File: src/rtl/riscv_pkg.sv
// Shared RISC-V front-end types and constants.
package riscv_pkg;

    localparam int XLEN        = 32;
    localparam int ILEN        = 32;
    localparam int INSTR_BYTES = 4;

    // One decoded-side entry: an instruction word tagged with its fetch PC.
    typedef struct packed {
        logic [XLEN-1:0] pc;
        logic [ILEN-1:0] instr;
    } fetch_entry_t;

endpackage

File: src/rtl/sync_fifo.sv
// Single-clock FIFO with occupancy count and a flush that overrides push/pop.
module sync_fifo #(
    parameter int WIDTH = 32,
    parameter int DEPTH = 4
) (
    input  logic                     clk,
    input  logic                     reset,
    input  logic                     push,
    input  logic [WIDTH-1:0]         wdata,
    input  logic                     pop,
    input  logic                     flush,
    output logic [WIDTH-1:0]         rdata,
    output logic [$clog2(DEPTH):0]   count
);

    localparam int AW = $clog2(DEPTH);

    logic [WIDTH-1:0] mem_q [DEPTH];
    logic [AW-1:0]    wr_ptr_q, wr_ptr_d;
    logic [AW-1:0]    rd_ptr_q, rd_ptr_d;
    logic [AW:0]      count_q, count_d;
    logic             do_push, do_pop;

    // Overflow/underflow requests are ignored; flush wins over both.
    assign do_push = push && !flush && (count_q != (AW+1)'(DEPTH));
    assign do_pop  = pop  && !flush && (count_q != '0);

    // Next-state pointers and count.
    always_comb begin
        wr_ptr_d = wr_ptr_q;
        rd_ptr_d = rd_ptr_q;
        count_d  = count_q;
        if (flush) begin
            wr_ptr_d = '0;
            rd_ptr_d = '0;
            count_d  = '0;
        end else begin
            if (do_push) wr_ptr_d = wr_ptr_q + 1'b1;
            if (do_pop)  rd_ptr_d = rd_ptr_q + 1'b1;
            count_d = count_q + (AW+1)'(do_push) - (AW+1)'(do_pop);
        end
    end

    // Pointer and count registers.
    always_ff @(posedge clk or posedge reset) begin
        if (reset) begin
            wr_ptr_q <= '0;
            rd_ptr_q <= '0;
            count_q  <= '0;
        end else begin
            wr_ptr_q <= wr_ptr_d;
            rd_ptr_q <= rd_ptr_d;
            count_q  <= count_d;
        end
    end

    // Storage array; contents are only meaningful below count, so no reset.
    always_ff @(posedge clk) begin
        if (do_push) mem_q[wr_ptr_q] <= wdata;
    end

    assign rdata = mem_q[rd_ptr_q];
    assign count = count_q;

endmodule

File: src/rtl/instr_fetch.sv
// Fetch stage: issues in-order word requests for the current PC, buffers
// returned instructions with their PC, and discards stale work on redirect.
module instr_fetch
    import riscv_pkg::*;
#(
    parameter int XLEN  = riscv_pkg::XLEN,
    parameter int DEPTH = 4
) (
    input  logic            clk,
    input  logic            reset,
    input  logic [XLEN-1:0] pc,
    output logic [XLEN-1:0] pc_next,
    output logic            imem_req_valid,
    input  logic            imem_req_ready,
    output logic [XLEN-1:0] imem_req_addr,
    input  logic            imem_rsp_valid,
    input  logic [31:0]     imem_rsp_data,
    input  logic            redirect_valid,
    input  logic [XLEN-1:0] redirect_pc,
    output logic            dec_valid,
    input  logic            dec_ready,
    output logic [31:0]     dec_instr,
    output logic [XLEN-1:0] dec_pc
);

    localparam int CW = $clog2(DEPTH);

    logic [CW:0]       inflight, qcnt;
    logic [CW+1:0]     occupancy;
    logic              req_fire, rsp_take;
    logic              instr_push, instr_pop;
    logic [XLEN-1:0]   tag_pc;
    logic [CW:0]       drop_cnt_q, drop_cnt_d;
    logic [CW:0]       inflight_after;
    fetch_entry_t      push_entry, head_entry;
    fetch_entry_t      last_q, last_d;

    // Requests and buffered words share one pool of DEPTH credits.
    assign occupancy      = {1'b0, inflight} + {1'b0, qcnt};
    assign imem_req_valid = !reset && !redirect_valid && (occupancy < (CW+2)'(DEPTH));
    assign imem_req_addr  = pc;
    assign req_fire       = imem_req_valid && imem_req_ready;
    // A response with nothing outstanding is ignored rather than popping an empty tag FIFO.
    assign rsp_take       = imem_rsp_valid && (inflight != '0);

    assign instr_push = rsp_take && (drop_cnt_q == '0) && !redirect_valid;
    assign instr_pop  = dec_valid && dec_ready && !redirect_valid;

    assign push_entry.pc    = tag_pc;
    assign push_entry.instr = imem_rsp_data;

    // Next PC: redirect target (word aligned), else advance on an accepted request.
    always_comb begin
        pc_next = pc;
        if (redirect_valid)  pc_next = redirect_pc & ~XLEN'(3);
        else if (req_fire)   pc_next = pc + XLEN'(INSTR_BYTES);
    end

    // Responses still owed for pre-redirect requests get discarded as they return.
    always_comb begin
        inflight_after = inflight + (CW+1)'(req_fire) - (CW+1)'(rsp_take);
        drop_cnt_d     = drop_cnt_q;
        if (redirect_valid)                         drop_cnt_d = inflight_after;
        else if (rsp_take && (drop_cnt_q != '0))    drop_cnt_d = drop_cnt_q - 1'b1;
    end

    // Track the last presented entry so decode outputs hold while empty.
    always_comb begin
        last_d = last_q;
        if (qcnt != '0) last_d = head_entry;
    end

    // Drop counter and held decode entry.
    always_ff @(posedge clk or posedge reset) begin
        if (reset) begin
            drop_cnt_q <= '0;
            last_q     <= '0;
        end else begin
            drop_cnt_q <= drop_cnt_d;
            last_q     <= last_d;
        end
    end

    sync_fifo #(.WIDTH(XLEN), .DEPTH(DEPTH)) u_tag_fifo (
        .clk   (clk),
        .reset (reset),
        .push  (req_fire),
        .wdata (pc),
        .pop   (rsp_take),
        .flush (1'b0),
        .rdata (tag_pc),
        .count (inflight)
    );

    sync_fifo #(.WIDTH($bits(fetch_entry_t)), .DEPTH(DEPTH)) u_instr_fifo (
        .clk   (clk),
        .reset (reset),
        .push  (instr_push),
        .wdata (push_entry),
        .pop   (instr_pop),
        .flush (redirect_valid),
        .rdata (head_entry),
        .count (qcnt)
    );

    assign dec_valid = (qcnt != '0);
    assign dec_instr = dec_valid ? head_entry.instr : last_q.instr;
    assign dec_pc    = dec_valid ? head_entry.pc    : last_q.pc;

    // Memory must never return a word that was not requested.
    assert property (@(posedge clk) disable iff (reset) !(imem_rsp_valid && (inflight == '0)))
        else $error("instr_fetch: response with no outstanding request");

endmodule

File: config.mk
export PLATFORM = sky130hd
export DESIGN_NAME = instr_fetch
export DESIGN_NICKNAME = d
export VERILOG_FILES = /design/src/rtl/riscv_pkg.sv /design/src/rtl/sync_fifo.sv /design/src/rtl/instr_fetch.sv
export SDC_FILE = /design/constraint.sdc
export NUM_CORES = 1
export LEC_CHECK = 0
export ABC_AREA = 1
export CORE_MARGIN = 2
export CORE_UTILIZATION = 60
export DETAILED_ROUTE_END_ITERATION = 8
export HOLD_SLACK_MARGIN = 0.03
export PLACE_DENSITY = 0.85
export SLEW_MARGIN = 20
export SYNTH_ARGS = -nofsm -noshare
export SYNTH_HDL_FRONTEND = slang
export SYNTH_SLANG_ARGS = --single-unit
File: constraint.sdc
create_clock -name clk -period 6.16 [get_ports clk]
set_input_delay 0.924 -clock clk [delete_from_list [all_inputs] [get_ports clk]]
set_output_delay 0.924 -clock clk [all_outputs]
set_load 0.1 [all_outputs]
==> flow_metrics.env, run 1 <==
export IMPL_status="complete, no violations"
export IMPL_final_util_pct=73.01
export IMPL_leakagePower_nw=8.358
export IMPL_grt_setup_unrepaired="false"
export IMPL_finalPower_mw=12.96
export IMPL_grt_max_degree=98
export IMPL_grt_use_met3_pct=4.984
export IMPL_min_path_type="flop to flop"
export IMPL_grt_overflow=0
export IMPL_crit_arrival_ps=4470
export IMPL_fin_ws_ps=764.4
export IMPL_final_max_slew_viol_count=0
export IMPL_io_buffers=229
export IMPL_ys_warn_count=0
export IMPL_skew_ps=14.28
export IMPL_cp_max_fo=70
export IMPL_post_cts_resized=0
export IMPL_dp_hpwl_mm=25.06
export IMPL_path_class="flop to primary output"
export IMPL_gp_congestion=0.8511
export IMPL_coreArea_sq_um=31560
export IMPL_rows=65
export IMPL_synth_cell_type_count=33
export IMPL_startpoint="u_instr_fifo.rd_ptr_q[0]"
export IMPL_nFillCells=1991
export IMPL_cp_end_kind="primary output"
export IMPL_dp_cells=2194
export IMPL_vias_per_cell=5.735
export IMPL_p_per_area_nw_per_um2=562.6
export IMPL_grtUsageMet1_pct=33.42
export IMPL_synth_cells=1661
export IMPL_antennaDiodeCount=0
export IMPL_clk_pin_slew_ps=60
export IMPL_die_x_um=182.9
export IMPL_cts_tree="yes"
export IMPL_fmax_mhz=185.3
export IMPL_synthDominantCellAreaShare_pct=60.07
export IMPL_syn_avg_cell_area_sq_um=11.56
export IMPL_setup_viol=0
export IMPL_vdd_drop_max_mv=0.3770
export IMPL_drc=0
export IMPL_dp_slack_ps=1406
export IMPL_synth_edff_count=384
export IMPL_ant_nets=0
export IMPL_grt_usage_pct=26.16
export IMPL_grt_busiest_layer="met2"
export IMPL_grt_pass1_vias=13220
export IMPL_fin_setup_tns_ps=0
export IMPL_syn_area_sq_um=19190
export IMPL_clock_latency_ps=540
export IMPL_ys_flop_type="edfxtp_1"
export IMPL_cts_max_path_buffers=3
export IMPL_yosysTopAreaCell="edfxtp_1"
export IMPL_synthArstFlopShare_pct=17.42
export IMPL_vias=13050
export IMPL_drt_wl_total_mm=43.23
export IMPL_post_drt_wl_per_cell_um=19.00
export IMPL_hold_viol=0
export IMPL_reg2regPathDepth=4
export IMPL_cts_sinks=465
export IMPL_yosysMostFrequentCell="nor2_1"
export IMPL_synth_top_family_by_area="simple AND/OR/NAND/NOR gates"
export IMPL_holdBufCountCts=0
export IMPL_seq_area_frac_synth_pct=70.63
export IMPL_dr_first_iter_drc_count=1437
export IMPL_synthTopCellsByCount="436 x nor2_1, 384 x edfxtp_1, 202 x o21ai_0"
export IMPL_required_ps=5240
export IMPL_final_nets=1962
export IMPL_regToRegEndpoint="last_q[23]"
export IMPL_final_cells=2275
export IMPL_post_cts_buffers=0
export IMPL_initial_core_util_pct=60.83
export IMPL_startpoint_type="flop"
export IMPL_synth_xor_area_share_pct=0.5476
export IMPL_die_area_sq_um=33440
export IMPL_cts_buffers=44
export IMPL_syn_to_final_growth_pct=20.02
export IMPL_grt_pass1_wl_mm=67.61
export IMPL_finalCritPeriodShare_pct=87.59
export IMPL_root_buffer="clkbuf_16"
export IMPL_syn_nets=1785
export IMPL_use_met2_pct=45.25
export IMPL_rrSetupSlack_ps=3100
export IMPL_min_period_ps=5396
export IMPL_synth_compound_area_share_pct=9.191
export IMPL_ys_top_cells_by_area="edfxtp_1 60%, dfrtp_1 11%, nor2_1 8.5%, o21ai_0 5.3%, nand2_1 2.6%"
export IMPL_yosys_area_share_adder_pct=1.551
export IMPL_reg2reg_from="u_instr_fifo.rd_ptr_q[0]"
export IMPL_crit_end="dec_instr[15]"
export IMPL_ys_seq_elements=465
export IMPL_relSlewSlack_pct=26.16
export IMPL_antenna_found_initial=0
export IMPL_drive_gt1_share_pct=7.902
export IMPL_synthMuxAreaShare_pct=0
export IMPL_tightest_slew_ps=1104
export IMPL_maxCapViolCount=0
export IMPL_drt_first_pass_iters=6
export IMPL_synth_simple_gate_area_share_pct=13.37
export IMPL_die_h_um=182.9
export IMPL_pin_count=232
export IMPL_cts_htree_levels=2
-- worst min path at each step --
| stage | from | endpoint | slack (ps) | cells past startpoint |
|---|---|---|---|---|
| after floorplan | drop_cnt_q[1] | drop_cnt_q[1] | 520 | 2 |
| after global placement | last_q[10] | last_q[10] | 480 | 2 |
| after detailed placement | last_q[10] | last_q[10] | 470 | 2 |
| after CTS | last_q[10] | last_q[10] | 500 | 2 |
| after global routing | last_q[10] | last_q[10] | 550 | 2 |
| final | last_q[10] | last_q[10] | 500 | 2 |
-- power breakdown --
part	total, mW	switching (mW)	internal (mW)
sequential	4.11	0.167	3.95
clock	2.79	1.12	1.66
combinational	6.06	4.79	1.27
total	13.0	6.08	6.88
-- layout by cell type (no fill, tap or decap), drive strengths merged, types with 2 or more instances in the layout --
| master | Yosys | routed |
|---|---|---|
| nand4 | 8 | 8 |
| ha | 19 | 19 |
| a21oi | 2 | 2 |
| buf | 75 | 53 |
| or2 | 4 | 4 |
| nand3 | 52 | 52 |
| clkdlybuf4s50 | 0 | 199 |
| fa | 3 | 3 |
| xnor2 | 3 | 3 |
| o22ai | 34 | 34 |
| nor2 | 441 | 441 |
| o21ai | 205 | 205 |
| a31oi | 68 | 68 |
| clkinv | 0 | 18 |
| nand2 | 134 | 134 |
| o21bai | 3 | 3 |
| xor2 | 9 | 9 |
| clkinvlp | 0 | 6 |
| bufinv | 0 | 6 |
| dfrtp | 81 | 81 |
| a21o | 6 | 6 |
| edfxtp | 384 | 384 |
| clkbuf | 46 | 53 |
| inv | 71 | 69 |
| nor3 | 9 | 9 |
-- registers in the layout, summed over array words and instances, names as in the netlist --
name and flops:
u_tag_fifo.wr_ptr_q 2, u_tag_fifo.count 3, u_tag_fifo.mem_q 128, u_instr_fifo.mem_q 256, last_q 64, drop_cnt_q 3
u_tag_fifo.rd_ptr_q 2, u_instr_fifo.rd_ptr_q 2, u_instr_fifo.count 3, u_instr_fifo.wr_ptr_q 2
-- stage by stage --
step,area [sq um],hold WS (ps)
floorplan,19190,521.9
global placement,21500,476.8
detailed placement,21510,469.3
CTS,23040,497.2
global route,23040,545.8
finish,23040,498.5
-- metal layers --
metal	share of wire, %	vias to the layer above	wire [um]
li1	-	6123	-
met1	39	6208	16920
met2	50	643	21650
met3	8.4	73	3628
met4	2.4	0	1040
met5	0	-	0
-- critical path, stage by stage, from the launching register on --
cell and delay, ps:
dfrtp_4 900, clkinv_2 880, buf_4 590, o21ai_0 310, a31oi_1 160, clkdlybuf4s50_1 1050
-- logic make-up after synthesis --
family,Yosys count
buf+inv,192
compound gates,321
simple gates,649
flops,465
fa+ha+maj,22
xor+xnor,12
-- final cells by class --
cell class	instances	area (sq um)	area share, %
Sequential cell	465	13560	58.87
Clock buffer	53	1217	5.284
Clock inverter	28	306.5	1.331
Tap cell	402	503.0	2.183
Inverter	71	271.5	1.179
Multi-Input combinational cell	1004	4780	20.75
Timing Repair Buffer	252	2397	10.41
No activity file was read; power rests on OpenSTA's default activity.
==> run 2, diff against run 1 <==
--- a/config.mk
+++ b/config.mk
@@ -10,7 +10,7 @@
 export CORE_UTILIZATION = 60
 export DETAILED_ROUTE_END_ITERATION = 8
 export HOLD_SLACK_MARGIN = 0.03
-export PLACE_DENSITY = 0.85
+export PLACE_DENSITY_LB_ADDON = 0.08
 export SLEW_MARGIN = 20
 export SYNTH_ARGS = -nofsm -noshare
 export SYNTH_HDL_FRONTEND = slang
==> run 2 against run 1 <==
Net effect:
- global-route usage fell by 2.0 points
- die area unchanged
- first-iteration DRC count fell by 37%
- core utilization is 0.17 points lower
- via count fell by 3.7%
- final cell count is essentially flat
- largest cell class unchanged
- highest routed layer unchanged
==> flow_metrics.env, run 2 (synthesis results as in run 1) <==
export IMPL_p_sw_mw=5.978
export IMPL_intPower_mw=6.820
export IMPL_setup_viol=0
export IMPL_fin_setup_tns_ps=0
export IMPL_final_nets=1964
export IMPL_status="complete, no violations"
export IMPL_drc=0
export IMPL_ant_nets=0
export IMPL_min_period_ps=5011
export IMPL_fin_ws_ps=1149
export IMPL_drt_wl_total_mm=40.16
export IMPL_relSlewSlack_pct=31.87
export IMPL_drive_gt1_share_pct=8.480
export IMPL_die_x_um=182.9
export IMPL_hold_viol=0
export IMPL_antennaDiodeCount=0
export IMPL_grt_pass1_wl_mm=63.11
export IMPL_path_class="flop to primary output"
export IMPL_clk_pin_slew_ps=60
export IMPL_coreArea_sq_um=31560
export IMPL_initial_core_util_pct=60.83
export IMPL_syn_to_final_growth_pct=19.74
export IMPL_nFillCells=2151
export IMPL_grt_usage_pct=24.14
export IMPL_required_ps=5240
export IMPL_startpoint_type="flop"
export IMPL_maxCapViolCount=0
export IMPL_die_area_sq_um=33440
export IMPL_finalCritPeriodShare_pct=81.34
export IMPL_vias=12560
export IMPL_tightest_slew_ps=1019
export IMPL_root_buffer="clkbuf_16"
export IMPL_rows=65
export IMPL_die_h_um=182.9
export IMPL_dr_max_layer_used="met4"
export IMPL_seqPwrFrac_pct=32.2
export IMPL_wl_met1_mm=16.65
export IMPL_antenna_found_initial=0
export IMPL_cts_max_path_buffers=3
export IMPL_vdd_drop_max_mv=0.3868
export IMPL_drt_first_pass_iters=5
export IMPL_cp_max_fo=88
export IMPL_io_buffers=229
export IMPL_final_max_slew_viol_count=0
export IMPL_switching_share_pct=46.71
export IMPL_wl_met2_mm=20.08
export IMPL_crit_arrival_ps=4090
export IMPL_top_regs="u_instr_fifo.mem_q x256, u_tag_fifo.mem_q x128, last_q x64"
export IMPL_post_cts_buffers=0
export IMPL_cts_buffers=45
export IMPL_vias_per_cell=5.517
export IMPL_min_path_type="flop to flop"
export IMPL_cts_tree="yes"
export IMPL_p_per_area_nw_per_um2=556.9
export IMPL_gp_congestion=0.8259
export IMPL_post_cts_resized=0
export IMPL_cts_htree_levels=2
export IMPL_pwr_share_clk_pct=21.1
export IMPL_p_comb_share_pct=46.7
export IMPL_final_cell_mix="428 x nor2_1, 384 x edfxtp_1, 202 x o21ai_0"
export IMPL_top_register="u_instr_fifo.mem_q"
export IMPL_dp_slack_ps=1764
export IMPL_pin_count=232
export IMPL_dp_hpwl_mm=23.39
export IMPL_skew_ps=10.80
export IMPL_grt_max_degree=89
export IMPL_leakagePower_nw=8.358
export IMPL_dr_first_iter_drc_count=899
export IMPL_grt_overflow=0
export IMPL_cp_end_kind="primary output"
export IMPL_grt_setup_unrepaired="false"
export IMPL_largest_reg_flops=256
export IMPL_fmax_mhz=199.6
export IMPL_wl_met3_mm=2.565
export IMPL_post_drt_wl_per_cell_um=17.64
export IMPL_cts_sinks=465
export IMPL_final_common_cell="nor2_1"
export IMPL_grt_pass1_vias=12400
export IMPL_holdBufCountCts=0
export IMPL_clock_latency_ps=540
[run 2: critical path, cell delays in order (launching register included)]
cell and delay (ps):
dfrtp_4 760, inv_2 610, buf_12 360, o21ai_0 200, a31oi_1 300, clkdlybuf4s50_1 1210
[run 2: per-stage QoR]
step / hold slack (ps) / cell area [sq um] / power, mW / cells / util (%)
floorplan: 521.9 / 19190 / 8.760 / 1661 / -
global placement: 471.1 / 21500 / 10.08 / 2195 / 68.14
detailed placement: 461.0 / 21500 / 10.16 / 2195 / 68.14
CTS: 483.0 / 22980 / 12.86 / 2277 / 72.82
global route: 537.0 / 22980 / 13.32 / 2277 / 72.84
finish: 480.6 / 22980 / 12.80 / 2277 / 72.84
[run 2: power groups by stage]
stage	combinational [mW]	clock [mW]	sequential, mW
4_1_cts	6.00	2.74	4.12
3_5_place_dp	5.98	0	4.18
6_report	5.98	2.70	4.12
2_1_floorplan	4.64	0	4.12
5_1_grt	6.30	2.86	4.16
3_3_place_gp	5.91	0	4.17
[run 2: final timing paths]
check	depth (start not counted)	slack, ps	end	startpoint
max reg2reg	7	3580	u_instr_fifo.mem_q[1][36]	u_tag_fifo.count[1]
max in group asynchronous	3	4100	u_instr_fifo.rd_ptr_q[0]	reset
min reg2reg	2	480	last_q[10]	last_q[10]
min in group asynchronous	2	700	u_tag_fifo.count[0]	reset
min	2	480	last_q[10]	last_q[10]
max	5	1150	dec_pc[1]	u_instr_fifo.rd_ptr_q[0]
[run 2: final cells by class]
| cell class | instances | area (sq um) | area share (%) |
|---|---|---|---|
| clock buffers | 63 | 1266 | 5.509 |
| inverters | 71 | 270.3 | 1.176 |
| repair buffers | 253 | 2387 | 10.39 |
| well taps | 402 | 503.0 | 2.188 |
| multi-input cells | 1004 | 4785 | 20.82 |
| flip-flops and latches | 465 | 13560 | 59.01 |
| clock inverters | 19 | 209.0 | 0.9091 |
[run 2: routing by layer]
metal	vias to the layer above	GRT usage, %
met5	-	0
met2	443	43.18
met1	5918	30.54
met4	0	7.424
met3	69	3.832
li1	6133	-
==> run 3, diff against run 2 <==
--- a/config.mk
+++ b/config.mk
@@ -7,7 +7,7 @@
 export LEC_CHECK = 0
 export ABC_AREA = 1
 export CORE_MARGIN = 2
-export CORE_UTILIZATION = 60
+export CORE_UTILIZATION = 56
 export DETAILED_ROUTE_END_ITERATION = 8
 export HOLD_SLACK_MARGIN = 0.03
 export PLACE_DENSITY_LB_ADDON = 0.08
==> constraint.sdc (replaced) <==
create_clock -name clk -period 5.15 [get_ports clk]
set_input_delay 0.7725 -clock clk [delete_from_list [all_inputs] [get_ports clk]]
set_output_delay 0.7725 -clock clk [all_outputs]
set_load 0.1 [all_outputs]
==> run 3 against run 2 <==
Net effect:
- worst hold slack improved by 47 ps
- cell area rose by 1.5%
- sequential share of layout area fell by 0.87 points
- largest power group unchanged
- die area rose by 7.0%
- largest cell class unchanged
- register-to-register slack got worse by 1200 ps
- wire length rose by 3.2%
==> flow_metrics.env, run 3 (synthesis results as in run 1) <==
export IMPL_top_regs="u_instr_fifo.mem_q x256, u_tag_fifo.mem_q x128, last_q x64"
export IMPL_top_register="u_instr_fifo.mem_q"
export IMPL_tightest_slew_ps=979.7
export IMPL_gp_congestion=0.7967
export IMPL_clock_latency_ps=540
export IMPL_p_sw_mw=7.207
export IMPL_cp_end_kind="primary output"
export IMPL_pwr_share_clk_pct=21.8
export IMPL_clk_pin_slew_ps=60
export IMPL_post_drt_wl_per_cell_um=17.83
export IMPL_post_cts_resized=0
export IMPL_die_h_um=189.1
export IMPL_startpoint="u_instr_fifo.count[1]"
export IMPL_final_cell_mix="428 x nor2_1, 384 x edfxtp_1, 201 x o21ai_0"
export IMPL_grt_setup_unrepaired="false"
export IMPL_postPlaceCellArea_sq_um=21790
export IMPL_io_buffers=229
export IMPL_fmax_mhz=244.0
export IMPL_hold_start="last_q[10]"
export IMPL_pin_count=232
export IMPL_status="complete, no violations"
export IMPL_leakagePower_nw=8.545
export IMPL_cts_sinks=465
export IMPL_final_nets=1964
export IMPL_maxCapViolCount=0
export IMPL_cts_tree="yes"
export IMPL_vias=12640
export IMPL_relSlewSlack_pct=34.48
export IMPL_holdBufCountCts=0
export IMPL_fin_ws_ps=1051
export IMPL_cts_htree_levels=2
export IMPL_switching_share_pct=46.95
export IMPL_cts_max_path_buffers=3
export IMPL_final_common_cell="nor2_1"
export IMPL_min_path_type="flop to flop"
export IMPL_setup_viol=0
export IMPL_root_buffer="clkbuf_16"
export IMPL_fin_setup_tns_ps=0
export IMPL_dr_first_iter_drc_count=815
export IMPL_grt_pass1_vias=12290
export IMPL_p_comb_share_pct=46.2
export IMPL_dp_slack_ps=1276
export IMPL_nFillCells=2396
export IMPL_die_area_sq_um=35770
export IMPL_initial_core_util_pct=57.10
export IMPL_grt_pass1_wl_mm=65.29
export IMPL_vias_per_cell=5.434
export IMPL_final_max_slew_viol_count=0
export IMPL_die_x_um=189.1
export IMPL_vdd_drop_max_mv=0.5698
export IMPL_intPower_mw=8.144
export IMPL_drc=0
export IMPL_skew_ps=12.92
export IMPL_final_area_sq_um=23330
export IMPL_dp_hpwl_mm=24.58
export IMPL_cp_max_fo=66
export IMPL_ant_nets=0
export IMPL_drt_first_pass_iters=5
export IMPL_min_period_ps=4099
export IMPL_finalPower_mw=15.35
export IMPL_drt_wl_total_mm=41.46
export IMPL_post_cts_buffers=0
export IMPL_finalCritPeriodShare_pct=79.60
export IMPL_grt_overflow=0
export IMPL_hold_viol=0
export IMPL_antennaDiodeCount=0
export IMPL_crit_arrival_ps=3330
export IMPL_required_ps=4380
export IMPL_rows=67
export IMPL_coreArea_sq_um=33620
export IMPL_largest_reg_flops=256
export IMPL_reg2reg_from="u_tag_fifo.count[1]"
export IMPL_path_class="flop to primary output"
export IMPL_grt_max_degree=124
export IMPL_cts_buffers=46
export IMPL_p_per_area_nw_per_um2=658.1
export IMPL_antenna_found_initial=0
export IMPL_startpoint_type="flop"
export IMPL_seqPwrFrac_pct=32.0
export IMPL_syn_to_final_growth_pct=21.52
export IMPL_drive_gt1_share_pct=11.29
export IMPL_grt_usage_pct=23.40
-- run 3: changes by cell type in the layout (fill, tap and decap cells not counted), moves of 2 or more --
cell	before	now
clkdlybuf4s50_1	185	133
buf_12	2	31
clkinv_1	4	7
clkinv_4	2	0
clkbuf_8	3	6
buf_4	66	87
clkbuf_1	13	10
-- run 3: path summary, 6_finish.rpt --
check | depth (start not counted) | end | slack (ps)
worst max-delay path | 6 | dec_pc[29] | 1050
worst min-delay path | 2 | last_q[10] | 530
worst max register to register | 11 | u_tag_fifo.count[2] | 2370
worst min register to register | 2 | last_q[10] | 530
max in group asynchronous | 3 | last_q[40] | 3450
min in group asynchronous | 2 | u_tag_fifo.wr_ptr_q[1] | 760
-- run 3: worst max-delay path, stage by stage (launching register included) --
cell             delay (ps)
dfrtp_1                 480
nor3_1                   90
buf_4                   170
inv_4                   530
nor2_1                   80
a31oi_1                 250
clkdlybuf4s50_1        1180
-- run 3: cell type report --
cell class              count  area [sq um]  area share (%)
clock buffers              63          1296           5.557
clock inverters            22         237.7           1.019
inverters                  71         272.8           1.169
multi-input cells        1004          4780           20.49
flip-flops and latches    465         13560           58.15
well taps                 448         560.5           2.403
repair buffers            252          2616           11.22
-- run 3: power groups by stage --
stage | clock network, mW | logic (mW) | registers (mW)
final | 3.35 | 7.09 | 4.92
after global routing | 3.55 | 7.49 | 4.96
after CTS | 3.40 | 7.11 | 4.92
after detailed placement | 0 | 7.09 | 4.99
after global placement | 0 | 7.00 | 4.98
after floorplan | 0 | 5.56 | 4.92
-- run 3: stage by stage --
| stage | utilization [%] | std cells | hold slack [ps] |
|---|---|---|---|
| after CTS | 69.38 | 2325 | 520.2 |
| after global routing | 69.39 | 2325 | 524.1 |
| after detailed placement | 64.82 | 2240 | 505.5 |
| after global placement | 64.82 | 2240 | 488.3 |
| final | 69.39 | 2325 | 527.5 |
| after floorplan | - | 1661 | 521.9 |
-- run 3: routing by layer --
layer	up-vias	share of wire (%)	track usage, %
met5	-	0	0
met4	0	2.0	6.340
met3	56	5.4	3.930
met1	6035	43	31.28
li1	6133	-	-
met2	411	49	39.97
